**src/rtl/outgoing_response_buffer_if.sv**
```systemverilog
// AXI R-channel beat bundle shared by the reorder unit return path.
// receiver/slave take beats in; sender/master present beats out.
interface r_if #(
    parameter int ID_WIDTH   = 32,
    parameter int DATA_WIDTH = 64,
    parameter int RESP_WIDTH = 2
);
    logic [ID_WIDTH-1:0]   id;
    logic [DATA_WIDTH-1:0] data;
    logic [RESP_WIDTH-1:0] resp;
    logic                  last;
    logic                  valid;
    logic                  ready;

    modport receiver (input id, data, resp, last, valid, output ready);
    modport sender   (output id, data, resp, last, valid, input ready);
    modport slave    (input id, data, resp, last, valid, output ready);
    modport master   (output id, data, resp, last, valid, input ready);
endinterface

```
**src/rtl/outgoing_response_buffer.sv**
```systemverilog
// In-order R-beat FIFO with optional whole-burst release (store-and-forward).
// Valid never drops on a presented head beat; full forces cut-through drain.
module outgoing_response_buffer #(
    parameter int ID_WIDTH   = 32,
    parameter int DATA_WIDTH = 64,
    parameter int RESP_WIDTH = 2,
    parameter int DEPTH      = 8,
    parameter int AF_LEVEL   = 6,
    parameter int STORE_FWD  = 1
) (
    input  logic                         clk,
    input  logic                         rst,
    r_if.receiver                        r_in,
    r_if.sender                          r_out,
    output logic [$clog2(DEPTH+1)-1:0]   count,
    output logic [$clog2(DEPTH+1)-1:0]   bursts,
    output logic                         almost_full
);
    localparam int CW = $clog2(DEPTH+1);
    localparam int PW = $clog2(DEPTH);

    logic [ID_WIDTH-1:0]   mem_id   [DEPTH];
    logic [DATA_WIDTH-1:0] mem_data [DEPTH];
    logic [RESP_WIDTH-1:0] mem_resp [DEPTH];
    logic                  mem_last [DEPTH];

    logic [PW-1:0] wr_ptr, rd_ptr;
    logic [CW-1:0] cnt_q, bur_q;
    logic          full, empty, push, pop, out_valid, head_last;
    logic          bur_inc, bur_dec;

    function automatic logic [PW-1:0] ptr_next(input logic [PW-1:0] p);
        return (p == PW'(DEPTH-1)) ? '0 : p + PW'(1);
    endfunction

    assign full      = (cnt_q == CW'(DEPTH));
    assign empty     = (cnt_q == '0);
    assign head_last = mem_last[rd_ptr];

    // The full term releases bursts longer than the buffer, avoiding deadlock.
    assign out_valid = (STORE_FWD != 0) ? (~empty & ((bur_q != '0) | full)) : ~empty;

    assign r_in.ready = ~full;
    assign push       = r_in.valid & ~full;
    assign pop        = out_valid & r_out.ready;
    assign bur_inc    = push & r_in.last;
    assign bur_dec    = pop & head_last;

    assign r_out.valid = out_valid;
    assign r_out.id    = out_valid ? mem_id[rd_ptr]   : '0;
    assign r_out.data  = out_valid ? mem_data[rd_ptr] : '0;
    assign r_out.resp  = out_valid ? mem_resp[rd_ptr] : '0;
    assign r_out.last  = out_valid ? head_last        : 1'b0;

    assign count       = cnt_q;
    assign bursts      = bur_q;
    assign almost_full = (cnt_q >= CW'(AF_LEVEL));

    always_ff @(posedge clk) begin
        if (rst && push) begin
            mem_id[wr_ptr]   <= r_in.id;
            mem_data[wr_ptr] <= r_in.data;
            mem_resp[wr_ptr] <= r_in.resp;
            mem_last[wr_ptr] <= r_in.last;
        end
    end

    always_ff @(posedge clk) begin
        if (!rst) begin
            wr_ptr <= '0;
            rd_ptr <= '0;
            cnt_q  <= '0;
            bur_q  <= '0;
        end else begin
            if (push) wr_ptr <= ptr_next(wr_ptr);
            if (pop)  rd_ptr <= ptr_next(rd_ptr);
            case ({push, pop})
                2'b10:   cnt_q <= cnt_q + CW'(1);
                2'b01:   cnt_q <= cnt_q - CW'(1);
                default: cnt_q <= cnt_q;
            endcase
            if (bur_inc && !bur_dec)      bur_q <= bur_q + CW'(1);
            else if (bur_dec && !bur_inc) bur_q <= bur_q - CW'(1);
        end
    end
endmodule

```
**src/flat_wrapper.sv**
```systemverilog
// flat-port wrapper written by rule: the top's interface ports become plain ports
module outgoing_response_buffer_flat 
#(
    parameter int ID_WIDTH   = 32,
    parameter int DATA_WIDTH = 64,
    parameter int RESP_WIDTH = 2,
    parameter int DEPTH      = 8,
    parameter int AF_LEVEL   = 6,
    parameter int STORE_FWD  = 1
)
  (clk, rst, count, bursts, almost_full, r_in_id, r_in_data, r_in_resp, r_in_last, r_in_valid, r_in_ready, r_out_id, r_out_data, r_out_resp, r_out_last, r_out_valid, r_out_ready);
  r_if #(.ID_WIDTH(ID_WIDTH), .DATA_WIDTH(DATA_WIDTH), .RESP_WIDTH(RESP_WIDTH)) r_in_i ();
  r_if #(.ID_WIDTH(ID_WIDTH), .DATA_WIDTH(DATA_WIDTH), .RESP_WIDTH(RESP_WIDTH)) r_out_i ();
  input  logic clk;
  input  logic rst;
  output logic [$clog2(DEPTH+1)-1:0] count;
  output logic [$clog2(DEPTH+1)-1:0] bursts;
  output logic almost_full;
  input wire logic [$bits(r_in_i.id)-1:0] r_in_id;
  input wire logic [$bits(r_in_i.data)-1:0] r_in_data;
  input wire logic [$bits(r_in_i.resp)-1:0] r_in_resp;
  input wire logic [$bits(r_in_i.last)-1:0] r_in_last;
  input wire logic [$bits(r_in_i.valid)-1:0] r_in_valid;
  output wire logic [$bits(r_in_i.ready)-1:0] r_in_ready;
  output wire logic [$bits(r_out_i.id)-1:0] r_out_id;
  output wire logic [$bits(r_out_i.data)-1:0] r_out_data;
  output wire logic [$bits(r_out_i.resp)-1:0] r_out_resp;
  output wire logic [$bits(r_out_i.last)-1:0] r_out_last;
  output wire logic [$bits(r_out_i.valid)-1:0] r_out_valid;
  input wire logic [$bits(r_out_i.ready)-1:0] r_out_ready;
  assign r_in_i.id = r_in_id;
  assign r_in_i.data = r_in_data;
  assign r_in_i.resp = r_in_resp;
  assign r_in_i.last = r_in_last;
  assign r_in_i.valid = r_in_valid;
  assign r_in_ready = r_in_i.ready;
  assign r_out_id = r_out_i.id;
  assign r_out_data = r_out_i.data;
  assign r_out_resp = r_out_i.resp;
  assign r_out_last = r_out_i.last;
  assign r_out_valid = r_out_i.valid;
  assign r_out_i.ready = r_out_ready;
  outgoing_response_buffer #(.ID_WIDTH(ID_WIDTH), .DATA_WIDTH(DATA_WIDTH), .RESP_WIDTH(RESP_WIDTH), .DEPTH(DEPTH), .AF_LEVEL(AF_LEVEL), .STORE_FWD(STORE_FWD)) u_core (.clk(clk), .rst(rst), .r_in(r_in_i), .r_out(r_out_i), .count(count), .bursts(bursts), .almost_full(almost_full));
endmodule
```
**config.mk**
```make
export PLATFORM = sky130hd
export DESIGN_NAME = outgoing_response_buffer_flat
export DESIGN_NICKNAME = d
export VERILOG_FILES = /design/src/rtl/outgoing_response_buffer_if.sv /design/src/rtl/outgoing_response_buffer.sv /design/src/flat_wrapper.sv
export SDC_FILE = /design/constraint.sdc
export NUM_CORES = 1
export LEC_CHECK = 0
export BUFFER_PORTS_ARGS = -buffer_cell sky130_fd_sc_hd__buf_4
export CORE_UTILIZATION = 60
export CTS_CLUSTER_SIZE = 20
export DETAILED_ROUTE_END_ITERATION = 12
export PLACE_DENSITY_LB_ADDON = 0.25
export REMOVE_ABC_BUFFERS = 1
export SKIP_CTS_REPAIR_TIMING = 1
export SKIP_LAST_GASP = 1
export SLEW_MARGIN = 20
export SYNTH_ARGS = -nofsm -noshare
export SYNTH_HDL_FRONTEND = slang
export SYNTH_SLANG_ARGS = --single-unit
```
**constraint.sdc**
```tcl
create_clock -name clk -period 12.3 [get_ports clk]
set_input_delay 2.46 -clock clk [delete_from_list [all_inputs] [get_ports clk]]
set_output_delay 2.46 -clock clk [all_outputs]
set_load 0.005 [all_outputs]
```
==> results.cfg, run 1 <==
[placement]
pre_cts_ws_ns = 6.84
dp_hpwl_mm = 31.8
place_area_mm2 = 0.0333
gp_congestion = 0.714
portBuffers = 212
place_inst = 2206

[critical_path]
critical_path.max_stage_delay_ns = 0.77
crit_family = buffers and inverters
cp-start-kind = flop
end_kind = output pin
arrival_ns = 3.61
cp_num_cells = 6
cp_common_cell = buf_4
crit_required_ns = 9.84
crit_buf_inv = 3
crit_type = reg2out
r2r_cells = 11
crit_slowest_cell = buf_4
cp_max_fo = 58
crit_chain = buf_4 -> buf_4 -> mux4_2 -> mux2i_1 -> nor2_1 -> buf_4

[logic_synthesis]
avgSynthCellArea_um2 = 22.6
synth_seq_cells = 809
yosys_warnings = 0
synth.distinct_cells = 40
seq_area_frac_synth_pct = 77.9
syn_area_mm2 = 0.0310
syn_inst = 1369

[route]
drc = 0
via_per_inst = 6.10
routed_wirelength_mm = 61.2
vias = 14338
routedWlPerCell_um = 26.0
drt_iter0_drc = 1247
first_pass_iters = 5
drtAntennaViolNets = 0

[floorplan]
rows = 82
initial_core_util_pct = 61.3
ios = 213
die_height_um = 229
die_w_um = 229
core_mm2 = 0.0505
die_area_mm2 = 0.0525

[final_layout]
drive_above_1_share_pct = 33.2
final_common_cell = edfxtp_1
fin_cells = 2349
layout.nets = 1730
final_cell_mix = edfxtp_1, buf_4, mux4_2, mux2i_1, nor2_1
design_area_mm2 = 0.0358
fillerInstances = 3014
area_growth_pct = 15.6

[pwr]
vdd_ir_drop_max_uv = 151
swShare_pct = 24.4
p_sw_mw = 1.63
powerDensity_mw_per_mm2 = 187
p_comb_share_pct = 18.9
seqPwrFrac_pct = 46.9
p_clk_share_pct = 34.2
intPower_mw = 5.07
leakagePower_nw = 11.3

[grt]
met1_usage_pct = 32.9
grt_pass1_wl_mm = 92.4
grt_start_max_net_pins = 128
grt.met2_usage_pct = 38.9
antenna_found_initial = 9
top_usage_layer = met2
grt_pass1_vias = 15004
grtUsageMet3_pct = 5.57
track_usage_pct = 24.1
gr-total-overflow = 0

[clock_tree]
clk_pin_slew_worst_paths_ns = 0.06
tritoncts = done
clkLatencyLatePin_ns = 0.60
clockBufferDepth = 3
cts-root-buf = clkbuf_16
numClockSinks = 809
h-tree-depth = 3
cts_buffers = 79

[timing]
skew_ns = 0.0152
grt_setup_unrepaired = false
setup_viol = 0
tns_ns = 0
fin_crit_sh_pct = 49.3
worstMarginPinSlew_ns = 1.03
final_hold_viol_count = 0
final.setup.worst_slack_ns = 6.23
slew-limit-headroom_pct = 31.2
final_max_slew_viol_count = 0
min_period_ns = 6.07
max_freq_mhz = 165

[min_path]
hold_path_class = reg2reg
holdPathStages = 2

[outcome]
outcome = completed

[flow_run]
drv_cap = 0
[synth_stat cells, drive strengths merged]
cell type	count	area, µm²
a21o	1	7.51
a21oi	3	15.0
nor2b	2	12.5
clkinv	1	5.00
a31oi	1	6.26
xor2	2	17.5
o21a	1	7.51
nand2	14	52.6
buf	46	245
nor2	106	398
o22a	1	8.76
mux2i	108	1080
and2	6	40.0
nor4	1	6.26
xnor2	3	26.3
fa	1	20.0
inv	2	7.51
or4b	1	13.8
nand2b	4	25.0
a211oi	1	7.51
o21ai	3	15.0
or3	2	12.5
nor3	3	15.0
a21boi	4	30.0
mux4	198	4460
nand4bb	1	11.3
mux2	1	11.3
ha	10	125
nand3	2	10.0
and3	1	6.26
clkbuf	25	93.8
nand4b	1	8.76
edfxtp	792	23800
nand3b	4	30.0
dfxtp	17	340
[worst register-to-register path, delay by kind of cell, from the launching register on]
| family | cells | cell delay (ns) |
|---|---|---|
| mux | 3 | 1.09 |
| flops | 1 | 0.70 |
| buf+inv | 2 | 0.53 |
| fa+ha+maj | 2 | 0.49 |
| compound gates | 3 | 0.49 |
| simple gates | 1 | 0.09 |
[power groups by stage]
stage               Clock (mW)  Sequential [mW]  Combinational, mW
floorplan                    0             3.31              0.824
global placement             0             3.20               1.27
detailed placement           0             3.20               1.28
CTS                       2.33             3.14               1.29
global route              2.44             3.15               1.38
finish                    2.29             3.14               1.27
[worst paths after layout]
check / from / end / slack (ns)
max: flop / r_out_id[20] / 6.23
min: u_core.rd_ptr[1] / u_core.rd_ptr[1] / 0.49
max reg2reg: flop / u_core.bursts[3] / 8.84
min reg2reg: u_core.rd_ptr[1] / u_core.rd_ptr[1] / 0.49
[kinds of logic (layout without fill, tap and decap cells)]
group	Yosys count	after routing	share of synthesized area, %
other	0	4	0
AND/OR/NAND/NOR	148	148	2.07
flip-flops	809	809	77.9
multiplexers	307	307	17.9
adder cells (fa/ha/maj)	11	11	0.469
XOR/XNOR	5	5	0.141
buffers and inverters	74	378	1.14
AO/OA/AOI/OAI	15	15	0.315
[metal layers]
metal | up-vias | part of all wire (%)
met4 | 8 | 2.3
met1 | 7548 | 40
met2 | 496 | 50
met5 | - | 0.096
met3 | 112 | 6.9
li1 | 6174 | -
[layout make-up]
| class | instances | area [µm²] | share of cell area [%] |
|---|---|---|---|
| timing repair buffer | 237 | 1810 | 5.06 |
| sequential | 809 | 24100 | 67.4 |
| multi-input combinational | 486 | 6540 | 18.3 |
| inverter | 3 | 12.5 | 0.0350 |
| antenna | 4 | 10.0 | 0.0280 |
| tap | 672 | 841 | 2.35 |
| clock buffer | 97 | 2090 | 5.83 |
| clock inverter | 41 | 355 | 0.993 |
[stage by stage]
stage	power [mW]	hold slack [ns]	util (%)
global route	6.97	0.524	70.9
CTS	6.77	0.488	70.8
finish	6.70	0.490	70.9
floorplan	4.13	0.460	-
detailed placement	4.48	0.484	66.0
global placement	4.47	0.464	66.0
[state kept, by name, summed over array words and instances (netlist names), named ones only]
name,count
u_core.mem_id,256
u_core.wr_ptr,3
u_core.rd_ptr,3
u_core.count,4
u_core.bursts,4
u_core.mem_resp,16
u_core.mem_last,8
u_core.mem_data,512
Note: power is estimated with default switching activity, not from simulation.
==> run 2, diff against run 1 <==
--- a/config.mk
+++ b/config.mk
@@ -6,7 +6,7 @@
 export NUM_CORES = 1
 export LEC_CHECK = 0
 export BUFFER_PORTS_ARGS = -buffer_cell sky130_fd_sc_hd__buf_4
-export CORE_UTILIZATION = 60
+export CORE_UTILIZATION = 54
 export CTS_CLUSTER_SIZE = 20
 export DETAILED_ROUTE_END_ITERATION = 12
 export PLACE_DENSITY_LB_ADDON = 0.25
==> constraint.sdc (replaced) <==
create_clock -name clk -period 5 [get_ports clk]
set_input_delay 1 -clock clk [delete_from_list [all_inputs] [get_ports clk]]
set_output_delay 1 -clock clk [all_outputs]
set_load 0.005 [all_outputs]
==> run 2 against run 1 <==
  * Cell count up 4.3%
  * Sequential power up 150%
  * Sequential share of layout area down 0.71 points
  * Utilization down 6.9 points
  * Clock skew up 0.016 ns
==> results.cfg, run 2 (synthesis gave the netlist of run 1 again) <==
[timing]
fin_crit_sh_pct = 79.4
final_max_slew_viol_count = 0
min_period_ns = 3.97
setup_viol = 0
slew-limit-headroom_pct = 38.6
max_freq_mhz = 252
whs_ns = 0.484
skew_ns = 0.0310
worstMarginPinSlew_ns = 0.919
grt_setup_unrepaired = false
final_hold_viol_count = 0
final.setup.worst_slack_ns = 1.03

[placement]
place_area_mm2 = 0.0337
portBuffers = 212
dp_hpwl_mm = 32.8
pre_cts_ws_ns = 1.60
gp_congestion = 0.720

[final_layout]
design_area_mm2 = 0.0362
largest_reg_flops = 512
regMostFlops = u_core.mem_data
drive_above_1_share_pct = 33.8
final_cell_mix = edfxtp_1, buf_4, mux4_2, mux2i_1, nor2_1
fillerInstances = 3761
final_common_cell = edfxtp_1
largestRegisters = u_core.mem_data: 512 flops, u_core.mem_id: 256 flops, u_core.mem_resp: 16 flops
layout.nets = 1744
area_growth_pct = 16.9

[critical_path]
crit_type = reg2out
crit_slowest_cell = dfxtp_4
crit_chain = buf_4 -> mux4_2 -> mux2i_1 -> nor2_1 -> buf_4
critical_path.max_stage_delay_ns = 0.88
arrival_ns = 2.97
cp_common_cell = buf_4
crit_required_ns = 4.00
cp-start-kind = flop
end_kind = output pin
cp_max_fo = 37

[flow_run]
drv_cap = 0

[floorplan]
core_mm2 = 0.0565
initial_core_util_pct = 54.8
rows = 87
die_area_mm2 = 0.0583
die_height_um = 241
die_w_um = 241
ios = 213

[clock_tree]
clkLatencyLatePin_ns = 0.61
cts_buffers = 80
tritoncts = done
cts-root-buf = clkbuf_16
h-tree-depth = 3
numClockSinks = 809
clk_pin_slew_worst_paths_ns = 0.05
clockBufferDepth = 3

[pwr]
powerDensity_mw_per_mm2 = 458
p_clk_share_pct = 34.2
seqPwrFrac_pct = 46.8
leakagePower_nw = 11.4
p_sw_mw = 4.04
vdd_ir_drop_max_uv = 970
intPower_mw = 12.5
swShare_pct = 24.4
p_comb_share_pct = 19.0
total_power_mw = 16.6

[grt]
gr-total-overflow = 0
antenna_found_initial = 7
grt_pass1_wl_mm = 92.2
track_usage_pct = 21.8
grt_pass1_vias = 15135
grt_start_max_net_pins = 99

[route]
routedWlPerCell_um = 25.2
drc = 0
routed_wirelength_mm = 61.6
first_pass_iters = 5
drtAntennaViolNets = 0
vias = 14312
via_per_inst = 5.84
drt_iter0_drc = 1054

[min_path]
hold_path_class = reg2reg

[outcome]
outcome = completed
run 2: cell count changes in the layout (fill, tap and decap cells not counted):
| cell | previous run | this run |
|---|---|---|
| bufinv_16 | 6 | 4 |
| clkinv_1 | 17 | 12 |
| clkinv_4 | 0 | 2 |
| clkbuf_1 | 16 | 22 |
| buf_12 | 1 | 14 |
| clkinvlp_4 | 1 | 4 |
| clkbuf_16 | 81 | 84 |
| buf_4 | 235 | 236 |
| buf_16 | 1 | 0 |
| clkinv_8 | 0 | 1 |
| inv_6 | 5 | 1 |
| diode_2 | 4 | 3 |
run 2: power by group through the flow:
stage	Sequential, mW	Clock (mW)	Combinational [mW]
2_1_floorplan	8.10	0	1.87
3_3_place_gp	7.89	0	3.17
3_5_place_dp	7.90	0	3.20
4_1_cts	7.76	5.78	3.22
5_1_grt	7.78	6.02	3.42
6_report	7.76	5.67	3.14
run 2: final cells by class:
cell class	count	area, µm²	share of cell area [%]
Antenna cell	3	7.51	0.0208
Clock buffer	106	2180	6.04
Clock inverter	36	298	0.823
Inverter	3	12.5	0.0346
Multi-Input combinational cell	486	6540	18.1
Sequential cell	809	24100	66.7
Tap cell	756	946	2.61
Timing Repair Buffer	250	2050	5.67
run 2: critical path, delay by kind of cell (launching register included):
kind | cells | cell delay, ns
flip-flops | 1 | 0.88
AND/OR/NAND/NOR | 1 | 0.07
multiplexers | 2 | 0.76
buffers and inverters | 2 | 0.61
run 2: metal layers:
layer | vias to the layer above | GRT usage (%) | part of all wire (%) | routed length [µm]
li1 | 6210 | - | - | -
met1 | 7612 | 30.4 | 42 | 25900
met2 | 386 | 35.4 | 50 | 30800
met3 | 96 | 3.94 | 5.7 | 3520
met4 | 8 | 6.77 | 2.1 | 1280
met5 | - | 0 | 0.096 | 59
run 2: stage by stage:
stage	TNS [ns]	utilization, %	cells
floorplan	-1875.86	-	1298
global placement	0	59.6	2304
detailed placement	0	59.6	2304
CTS	0	64.0	2446
global route	0	64.0	2448
finish	0	64.0	2449
run 2: final timing paths:
| check | startpoint | to | slack, ns | depth (start not counted) |
|---|---|---|---|---|
| setup / recovery | flop | r_out_data[29] | 1.03 | 5 |
| hold / removal | u_core.rd_ptr[2] | flop | 0.48 | 2 |
| setup reg to reg | flop | u_core.bursts[3] | 1.71 | 10 |
| hold reg to reg | u_core.rd_ptr[2] | flop | 0.48 | 2 |
